==> config.mk <==
export PLATFORM = sky130hd
export DESIGN_NAME = pipe_hazard_ctrl
export DESIGN_NICKNAME = d
export VERILOG_FILES = /design/src/rtl/riscv_pkg.sv /design/src/rtl/hazard_detect.sv /design/src/rtl/pipe_hazard_ctrl.sv
export SDC_FILE = /design/constraint.sdc
export NUM_CORES = 1
export LEC_CHECK = 0
export BUFFER_PORTS_ARGS = -buffer_cell sky130_fd_sc_hd__buf_2
export CORE_ASPECT_RATIO = 1.25
export CORE_MARGIN = 2
export CORE_UTILIZATION = 39
export CTS_BUF_LIST = sky130_fd_sc_hd__clkbuf_16
export DETAILED_ROUTE_END_ITERATION = 8
export PLACE_DENSITY = 0.81
export SLEW_MARGIN = 15
export SYNTH_ARGS = -nofsm -noshare
export SYNTH_HDL_FRONTEND = slang
export SYNTH_SLANG_ARGS = --single-unit
export TNS_END_PERCENT = 1
==> constraint.sdc <==
create_clock -name clk -period 1.7 [get_ports clk]
set_input_delay 0.255 -clock clk [delete_from_list [all_inputs] [get_ports clk]]
set_output_delay 0.255 -clock clk [all_outputs]
set_load 0.1 [all_outputs]
==> src/rtl/riscv_pkg.sv <==
// rtl/riscv_pkg.sv - shared pipeline-control types and constants
package riscv_pkg;

    typedef enum logic [1:0] {
        RUN      = 2'd0,
        MEM_WAIT = 2'd1,
        FAULT    = 2'd2
    } ctrl_state_t;

    // Architectural zero register; writes to it never create a hazard.
    localparam int REG_ZERO = 0;

    typedef struct packed {
        logic pc_en;
        logic if_id_en;
        logic id_ex_en;
        logic ex_mem_en;
        logic mem_wb_en;
        logic if_id_flush;
        logic id_ex_flush;
    } pipe_ctrl_t;

    // Whole pipeline frozen, no bubbles.
    localparam pipe_ctrl_t CTRL_HOLD   = 7'b00000_00;
    // Normal advance.
    localparam pipe_ctrl_t CTRL_ADV    = 7'b11111_00;
    // Taken branch: everything advances, the two younger stages are squashed.
    localparam pipe_ctrl_t CTRL_BRANCH = 7'b11111_11;
    // Load-use: PC and IF/ID hold, one bubble goes into EX.
    localparam pipe_ctrl_t CTRL_LDUSE  = 7'b00111_01;

endpackage

==> src/rtl/hazard_detect.sv <==
// rtl/hazard_detect.sv - combinational load-use hazard compare
module hazard_detect
    import riscv_pkg::*;
#(
    parameter int REG_ADDR_WIDTH = 5
) (
    input  logic [REG_ADDR_WIDTH-1:0] id_rs1,
    input  logic [REG_ADDR_WIDTH-1:0] id_rs2,
    input  logic                      id_uses_rs1,
    input  logic                      id_uses_rs2,
    input  logic [REG_ADDR_WIDTH-1:0] ex_rd,
    input  logic                      ex_mem_read,
    output logic                      load_use
);

    logic rs1_hit;
    logic rs2_hit;

    // A load writing x0 never produces a value anyone waits for.
    always_comb begin
        rs1_hit  = id_uses_rs1 && (id_rs1 == ex_rd);
        rs2_hit  = id_uses_rs2 && (id_rs2 == ex_rd);
        load_use = ex_mem_read && (ex_rd != REG_ADDR_WIDTH'(REG_ZERO)) && (rs1_hit || rs2_hit);
    end

endmodule

==> src/rtl/pipe_hazard_ctrl.sv <==
// rtl/pipe_hazard_ctrl.sv - pipeline stall/flush controller; perf counters under PIPE_CTRL_PERF_EN
module pipe_hazard_ctrl
    import riscv_pkg::*;
#(
    parameter int REG_ADDR_WIDTH = 5,
    parameter int MAX_MEM_WAIT   = 16,
    parameter int WAIT_CNT_WIDTH = $clog2(MAX_MEM_WAIT + 1)
) (
    input  logic                      clk,
    input  logic                      reset,
    input  logic [REG_ADDR_WIDTH-1:0] id_rs1,
    input  logic [REG_ADDR_WIDTH-1:0] id_rs2,
    input  logic                      id_uses_rs1,
    input  logic                      id_uses_rs2,
    input  logic [REG_ADDR_WIDTH-1:0] ex_rd,
    input  logic                      ex_mem_read,
    input  logic                      ex_branch_taken,
    input  logic                      mem_req,
    input  logic                      mem_ready,
    output logic                      pc_en,
    output logic                      if_id_en,
    output logic                      id_ex_en,
    output logic                      ex_mem_en,
    output logic                      mem_wb_en,
    output logic                      if_id_flush,
    output logic                      id_ex_flush,
    output logic                      mem_timeout,
    output logic [31:0]               perf_stall_cnt,
    output logic [31:0]               perf_flush_cnt
);

    localparam logic [WAIT_CNT_WIDTH-1:0] WAIT_MAX = WAIT_CNT_WIDTH'(MAX_MEM_WAIT);

    ctrl_state_t                state_q, state_d;
    logic [WAIT_CNT_WIDTH-1:0]  wait_cnt_q, wait_cnt_d;
    logic                       mem_timeout_q, mem_timeout_d;
    logic                       load_use;
    logic                       mem_stall;
    pipe_ctrl_t                 adv_ctrl;
    pipe_ctrl_t                 fsm_ctrl;
    pipe_ctrl_t                 ctrl;

    hazard_detect #(
        .REG_ADDR_WIDTH (REG_ADDR_WIDTH)
    ) u_hazard_detect (
        .id_rs1      (id_rs1),
        .id_rs2      (id_rs2),
        .id_uses_rs1 (id_uses_rs1),
        .id_uses_rs2 (id_uses_rs2),
        .ex_rd       (ex_rd),
        .ex_mem_read (ex_mem_read),
        .load_use    (load_use)
    );

    // Control for a cycle in which memory is not holding us: branch squash beats load-use.
    always_comb begin
        mem_stall = mem_req && !mem_ready;
        if (ex_branch_taken) begin
            adv_ctrl = CTRL_BRANCH;
        end else if (load_use) begin
            adv_ctrl = CTRL_LDUSE;
        end else begin
            adv_ctrl = CTRL_ADV;
        end
    end

    // Next-state and stage controls; a dropped mem_req during a wait counts as completion.
    always_comb begin
        state_d       = state_q;
        wait_cnt_d    = wait_cnt_q;
        mem_timeout_d = mem_timeout_q;
        fsm_ctrl      = CTRL_HOLD;
        case (state_q)
            RUN: begin
                if (mem_stall) begin
                    state_d    = MEM_WAIT;
                    wait_cnt_d = WAIT_CNT_WIDTH'(1);
                end else begin
                    fsm_ctrl = adv_ctrl;
                end
            end
            MEM_WAIT: begin
                if (!mem_stall) begin
                    fsm_ctrl   = adv_ctrl;
                    state_d    = RUN;
                    wait_cnt_d = '0;
                end else if (wait_cnt_q == WAIT_MAX) begin
                    state_d       = FAULT;
                    mem_timeout_d = 1'b1;
                end else begin
                    wait_cnt_d = wait_cnt_q + WAIT_CNT_WIDTH'(1);
                end
            end
            FAULT: begin
                mem_timeout_d = 1'b1;
            end
            default: begin
                state_d = RUN;
            end
        endcase
    end

    // Reset forces every stage register idle regardless of state.
    always_comb begin
        ctrl = reset ? CTRL_HOLD : fsm_ctrl;
    end

    assign pc_en       = ctrl.pc_en;
    assign if_id_en    = ctrl.if_id_en;
    assign id_ex_en    = ctrl.id_ex_en;
    assign ex_mem_en   = ctrl.ex_mem_en;
    assign mem_wb_en   = ctrl.mem_wb_en;
    assign if_id_flush = ctrl.if_id_flush;
    assign id_ex_flush = ctrl.id_ex_flush;
    assign mem_timeout = mem_timeout_q;

    // Controller state registers.
    always_ff @(posedge clk or posedge reset) begin
        if (reset) begin
            state_q       <= RUN;
            wait_cnt_q    <= '0;
            mem_timeout_q <= 1'b0;
        end else begin
            state_q       <= state_d;
            wait_cnt_q    <= wait_cnt_d;
            mem_timeout_q <= mem_timeout_d;
        end
    end

`ifdef PIPE_CTRL_PERF_EN
    logic [31:0] perf_stall_cnt_q, perf_stall_cnt_d;
    logic [31:0] perf_flush_cnt_q, perf_flush_cnt_d;

    // Any cycle the PC is held counts as a stall, including FAULT.
    always_comb begin
        perf_stall_cnt_d = perf_stall_cnt_q + {31'd0, !ctrl.pc_en};
        perf_flush_cnt_d = perf_flush_cnt_q + {31'd0, ctrl.if_id_flush};
    end

    // Free-running, wrapping performance counters.
    always_ff @(posedge clk or posedge reset) begin
        if (reset) begin
            perf_stall_cnt_q <= '0;
            perf_flush_cnt_q <= '0;
        end else begin
            perf_stall_cnt_q <= perf_stall_cnt_d;
            perf_flush_cnt_q <= perf_flush_cnt_d;
        end
    end

    assign perf_stall_cnt = perf_stall_cnt_q;
    assign perf_flush_cnt = perf_flush_cnt_q;
`else
    assign perf_stall_cnt = 32'd0;
    assign perf_flush_cnt = 32'd0;
`endif

endmodule
# After elaboration in Yosys (flattened, before gate mapping)
# Cells that the tools add are included.
dict set report totals {
  elab_cells 46
  out_inout_bits 72
  latch_bits 0
  regBits 8
  mem_bits_rw 0
  n_memories 0
  rom_bits 0
}
dict set report op_classes {
  div_mod_pow 0
  magnitude_cmp 0
  n_eq_ne 10
  n_bitwise 1
  n_mux 16
  addsub 1
  n_reduce_logical 15
  n_shift 0
  mul 0
}
# operator count
set op_table {}
lappend op_table {{7-bit 2-to-1 mux} 5}
lappend op_table {{5-bit 2-to-1 mux} 3}
lappend op_table {{5-bit == test} 2}
lappend op_table {{5-bit case mux with 2 select lines} 1}
lappend op_table {{3-bit AND reduction} 3}
lappend op_table {{2-bit 2-to-1 mux} 3}
lappend op_table {{2-bit inequality test, second input constant} 3}
lappend op_table {{3-bit inequality test, second input constant} 2}
lappend op_table {{2-bit case mux with 3 select lines} 1}
lappend op_table {{5-bit by 1-bit adder with 5-bit output, second input constant} 1}
lappend op_table {{5-bit == test, second input constant} 1}
lappend op_table {{1-bit logical AND} 5}
lappend op_table {{5-bit nonzero test} 1}
lappend op_table {{2-bit nonzero test} 2}
lappend op_table {{2-bit by 1-bit == test with 1-bit output, second input constant} 1}
lappend op_table {{2-bit == test, second input constant} 1}
lappend op_table {{2-bit logical NOT} 1}
lappend op_table {{1-bit 2-to-1 mux} 2}
lappend op_table {{1-bit case mux with 2 select lines} 1}
lappend op_table {{2-bit OR reduction} 1}
lappend op_table {{1-bit logical NOT} 1}
lappend op_table {{1-bit logical OR} 1}
lappend op_table {{1-bit inverter} 1}

# Longest topological paths before layout
dict set report depth {
  word_depth 9
  depth_mapped 6
}

# Cells and area by module
# A second synthesis with hierarchy kept.
dict set report hier_totals {
  cells_unflattened 137
  area_unflattened_um2 1149.9
}
# mod seq_area_each_um2 cells_each instances area_each_um2
set modules_own_cells {}
lappend modules_own_cells {pipe_hazard_ctrl 200.2 120 1 1016.0}
lappend modules_own_cells {hazard_detect 0.0 17 1 133.9}

# Worst setup path after synthesis
# Ideal clock, no wire load.
dict set report synth_path {
  path_type {register to output}
  from {register state_q[1]}
  to {output id_ex_flush}
  required_time_ps 1445
  setup_slack_ps -3213
  arrival_ps 4658
  stages_incl_launch_ff 5
  path_buffers 1
  path_cell_list {dfrtp_1 -> clkbuf_1 -> nor3_1 -> and2_1 -> o21bai_1}
}
dict set report synth_between {
  elab_chain_cells 4
}
# item line
set synth_rtl {}
lappend synth_rtl {{start, declared} pipe_hazard_ctrl.sv:34} ;# ctrl_state_t state_q, state_d;
lappend synth_rtl {{start signal, assigned} pipe_hazard_ctrl.sv:124} ;# state_q <= state_d;
lappend synth_rtl {{2-bit by 1-bit == test with 1-bit output / 2-bit logical NOT (equally long branches)} pipe_hazard_ctrl.sv:73} ;# case (state_q)
lappend synth_rtl {{2-bit OR reduction (no line) *} --}
lappend synth_rtl {{7-bit 2-to-1 mux *} --}
lappend synth_rtl {{7-bit 2-to-1 mux *} pipe_hazard_ctrl.sv:105} ;# ctrl = reset ? CTRL_HOLD : fsm_ctrl;
lappend synth_rtl {{end, declared} pipe_hazard_ctrl.sv:26} ;# output logic id_ex_flush,
# Mark *: on every way between the ends. The rest lies on a longest branch, timed or not.

# Worst setup path after layout
dict set report layout_path {
  from {input ex_rd[4]}
  to {output pc_en}
}
dict set report layout_between {
  elab_chain_cells 9
}
# item line
set layout_rtl {}
lappend layout_rtl {{start, declared} pipe_hazard_ctrl.sv:15} ;# input logic [REG_ADDR_WIDTH-1:0] ex_rd,
lappend layout_rtl {{5-bit == test (on tied branches)} {hazard_detect.sv:21, hazard_detect.sv:22}}
lappend layout_rtl {{1-bit logical AND (on tied branches)} {hazard_detect.sv:21, hazard_detect.sv:22}}
lappend layout_rtl {{1-bit logical OR} hazard_detect.sv:23} ;# load_use = ex_mem_read && (ex_rd != REG_ADDR_WIDTH'(REG_ZERO)) && (rs1_hit || rs2_hit);
lappend layout_rtl {{1-bit logical AND *} hazard_detect.sv:23}
lappend layout_rtl {{7-bit 2-to-1 mux *} pipe_hazard_ctrl.sv:60} ;# end else if (load_use) begin
lappend layout_rtl {{7-bit 2-to-1 mux *} pipe_hazard_ctrl.sv:58} ;# if (ex_branch_taken) begin
lappend layout_rtl {{7-bit 2-to-1 mux *} {pipe_hazard_ctrl.sv:75, pipe_hazard_ctrl.sv:83}}
lappend layout_rtl {{7-bit 2-to-1 mux *} --}
lappend layout_rtl {{7-bit 2-to-1 mux *} pipe_hazard_ctrl.sv:105}
lappend layout_rtl {{end, declared} pipe_hazard_ctrl.sv:20} ;# output logic pc_en,
# Marked as above.

==> reports/metrics.cfg <==
[run_status]
status=finished, violations left
violations=setup timing

[drt]
drtIter0Drc=10
wl_mm=2.30
drt.antenna.violating_nets=0
avgViaCountPerCell=4.16
drc=0
dr.pass1.iters=4
dr_total_vias=836
wl_per_cell_um=11.4

[setup_path]
crit_path_end_kind=output port
crit_path_start_kind=primary input
worstPathCellList=buf_2 -> xor2_1 -> nor4_2 -> a32oi_2 -> o31a_4 -> buf_12
crit_buf_inv=2
critPathSlowestCell=nor4_2
crit_arrival_ns=1.64
path_max_fanout=3
critPathTopFamily=compound AO/OA/AOI/OAI gates
worstSetupPathType=primary input to output port
critical-path-max-stage-delay_ns=0.41
required_ns=1.44

[final_layout]
syn_to_final_growth_pct=20.4
multiInputGateArea_um2=721
final_core_util_pct=49.9
fill_cells=250
fin_nets=194
drive_above_1_share_pct=30.5
stdcell_count=201
seqCellArea_um2=200
fin_area_um2=1360
diodes=0

[timing]
setup_tns_ns=-0.535
fmax_ghz=0.527
fin_crit_sh_pct=112
drv_slew=0
period_minus_slack_ns=1.90
setup_slack_ns=-0.197
finalHoldViolCount=0
setup_viol=3
skew_ns=0.000469
rsz0062_at_grt=true

[placed_design]
post-dp-hpwl_mm=1.80
post-place-ws_ns=-0.307
gp_congestion=0.738
dp_cells=198
place_area_um2=1200
numPortBuffers=30

[job]
maxCapViolCount=0

[logic_synthesis]
yosys_warnings=0
yosysUniqueCellTypes=34
synth_top_family_by_area=buffers and inverters
synth-simple-area-share_pct=14.7
syn_avg_cell_area_um2=8.39
synth_area_um2=1130
synthXorXnorAreaFrac_pct=7.73
netlist_instances=135
synth_compound_area_share_pct=10.3
synth.area.mux_share_pct=0.884
synthAdderAreaFrac_pct=2.21
synth-seq-cells=8
synth-seq-area-share_pct=17.7

[grt]
globalRoute.totalOverflow=0
grt_pass1_vias=730
grt_max_degree=10
grt_pass1_wl_mm=3.03
grt_usage_pct=12.6
antenna_found_initial=0

[clock_network]
clock_tree.root_cell=clkbuf_16
cts_hold_buf=0
path_clk_slew_ns=0.03
cts_tree=built
cts_sinks=8
clockBufferDepth=2
numCtsBuffers=3
htreeDepth=1
insertion_delay_ns=0.23

[floorplan]
die_area_um2=3350
dieHeight_um=64.2
start_util_pct=41.4
fp-row-count=21
coreArea_um2=2730
fp.dieW_um=52.2
ios=95

[pwr]
clkPwrFrac_pct=26.5
seqPwrFrac_pct=13.7
p_switching_w=0.000870
internal_power_w=0.000608
leakage_nw=0.711
swShare_pct=58.8
pwr-share-comb_pct=59.8
powerDensity_nw_per_um2=1080
irDropWorstVdd_v=0.000646

[worst_hold_path]
hold_class=primary input to async pin

-- cell families after synthesis --
family                     Yosys count
muxes                                1
buffers and inverters               72
DFF                                  8
adders and majority gates            2
other                                1
AOI/OAI and AO/OA                   17
and+or+nand+nor                     24
xor gates and xnor gates            10
-- final timing paths --
kind / startpoint / to / slack (ns) / cells after the start
worst max-delay path: ex_rd[4] / pc_en / -0.20 / 6
worst min-delay path: reset / state_q[1] / 0.008 / 2
worst max register to register: wait_cnt_q[1] / wait_cnt_q[4] / 0.16 / 6
worst min register to register: mem_timeout / mem_timeout / 0.46 / 1
max in group asynchronous: reset / wait_cnt_q[4] / 1.46 / 2
min in group clk: mem_req / state_q[0] / 0.37 / 3
-- what timing repair did --
action,4_1_cts,5_1_grt
setup buffers,0,0
pin swaps,6,5
resized for setup,13,6
gates cloned,0,0
endpoints found under the setup margin,3,3
-- placed cells by master (no fill, tap or decap), types with 3 or more instances in the layout --
cell type	synthesis	final
o31ai_1	6	6
nand3_1	4	4
conb_1	1	64
inv_1	3	3
dfrtp_1	8	8
buf_12	0	7
buf_4	67	6
buf_2	1	19
nor2_1	3	3
clkbuf_16	0	3
nor2b_1	3	3
buf_6	0	3
xor2_1	8	6
-- synth_stat cells, drive strengths merged --
cell	instances	area, um2
a211oi	1	7.51
a21oi	2	10.0
a32oi	1	8.76
and2	2	12.5
and3	1	11.3
and4bb	1	12.5
buf	68	508
clkbuf	1	3.75
conb	1	3.75
dfrtp	8	200
ha	2	25.0
inv	3	11.3
mux2i	1	10.0
nand2b	1	6.26
nand3	4	20.0
nand4	1	6.26
nand4bb	2	22.5
nor2	3	11.3
nor2b	3	18.8
nor3	1	5.00
nor4	2	18.8
o21ai	3	15.0
o21bai	2	15.0
o22ai	1	6.26
o31a	1	8.76
o31ai	6	45.0
or2	1	6.26
or4	2	15.0
xnor2	2	17.5
xor2	8	70.1
-- metrics by stage --
| stage | hold WS, ns | total power (W) |
|---|---|---|
| 5_1_grt | 0.0410 | 0.00152 |
| 4_1_cts | 0.0204 | 0.00147 |
| 3_3_place_gp | 0.263 | 0.00105 |
| 2_1_floorplan | 0.0707 | 0.00108 |
| 6_report | 0.00806 | 0.00148 |
| 3_5_place_dp | 0.264 | 0.00105 |
-- layout make-up --
| class | instances | share of cell area, % |
|---|---|---|
| well taps | 34 | 3.12 |
| inverters | 3 | 0.826 |
| repair buffers | 35 | 23.0 |
| multi-input cells | 118 | 52.8 |
| clock buffers | 3 | 5.50 |
| flip-flops and latches | 8 | 14.7 |
-- state kept, by name (all words and copies together), names as in the netlist --
| signal | flops |
|---|---|
| mem_timeout | 1 |
| state_q | 2 |
| wait_cnt_q | 5 |
-- power groups by stage --
stage	clock (W)	combinational (W)	sequential, W
finish	0.000392	0.000883	0.000202
CTS	0.000403	0.000864	0.000202
detailed placement	0	0.000846	0.000205
global placement	0	0.000841	0.000204
global route	0.000413	0.000905	0.000203
floorplan	0	0.000875	0.000204
-- layer usage --
layer | vias to the layer above | wire length [um] | track usage, %
met4 | 0 | 130 | 8.65
met1 | 374 | 657 | 9.47
met2 | 68 | 1230 | 25.3
li1 | 386 | - | -
met3 | 8 | 276 | 3.27
met5 | - | 0 | 0
(Power assumes the default switching activity.)
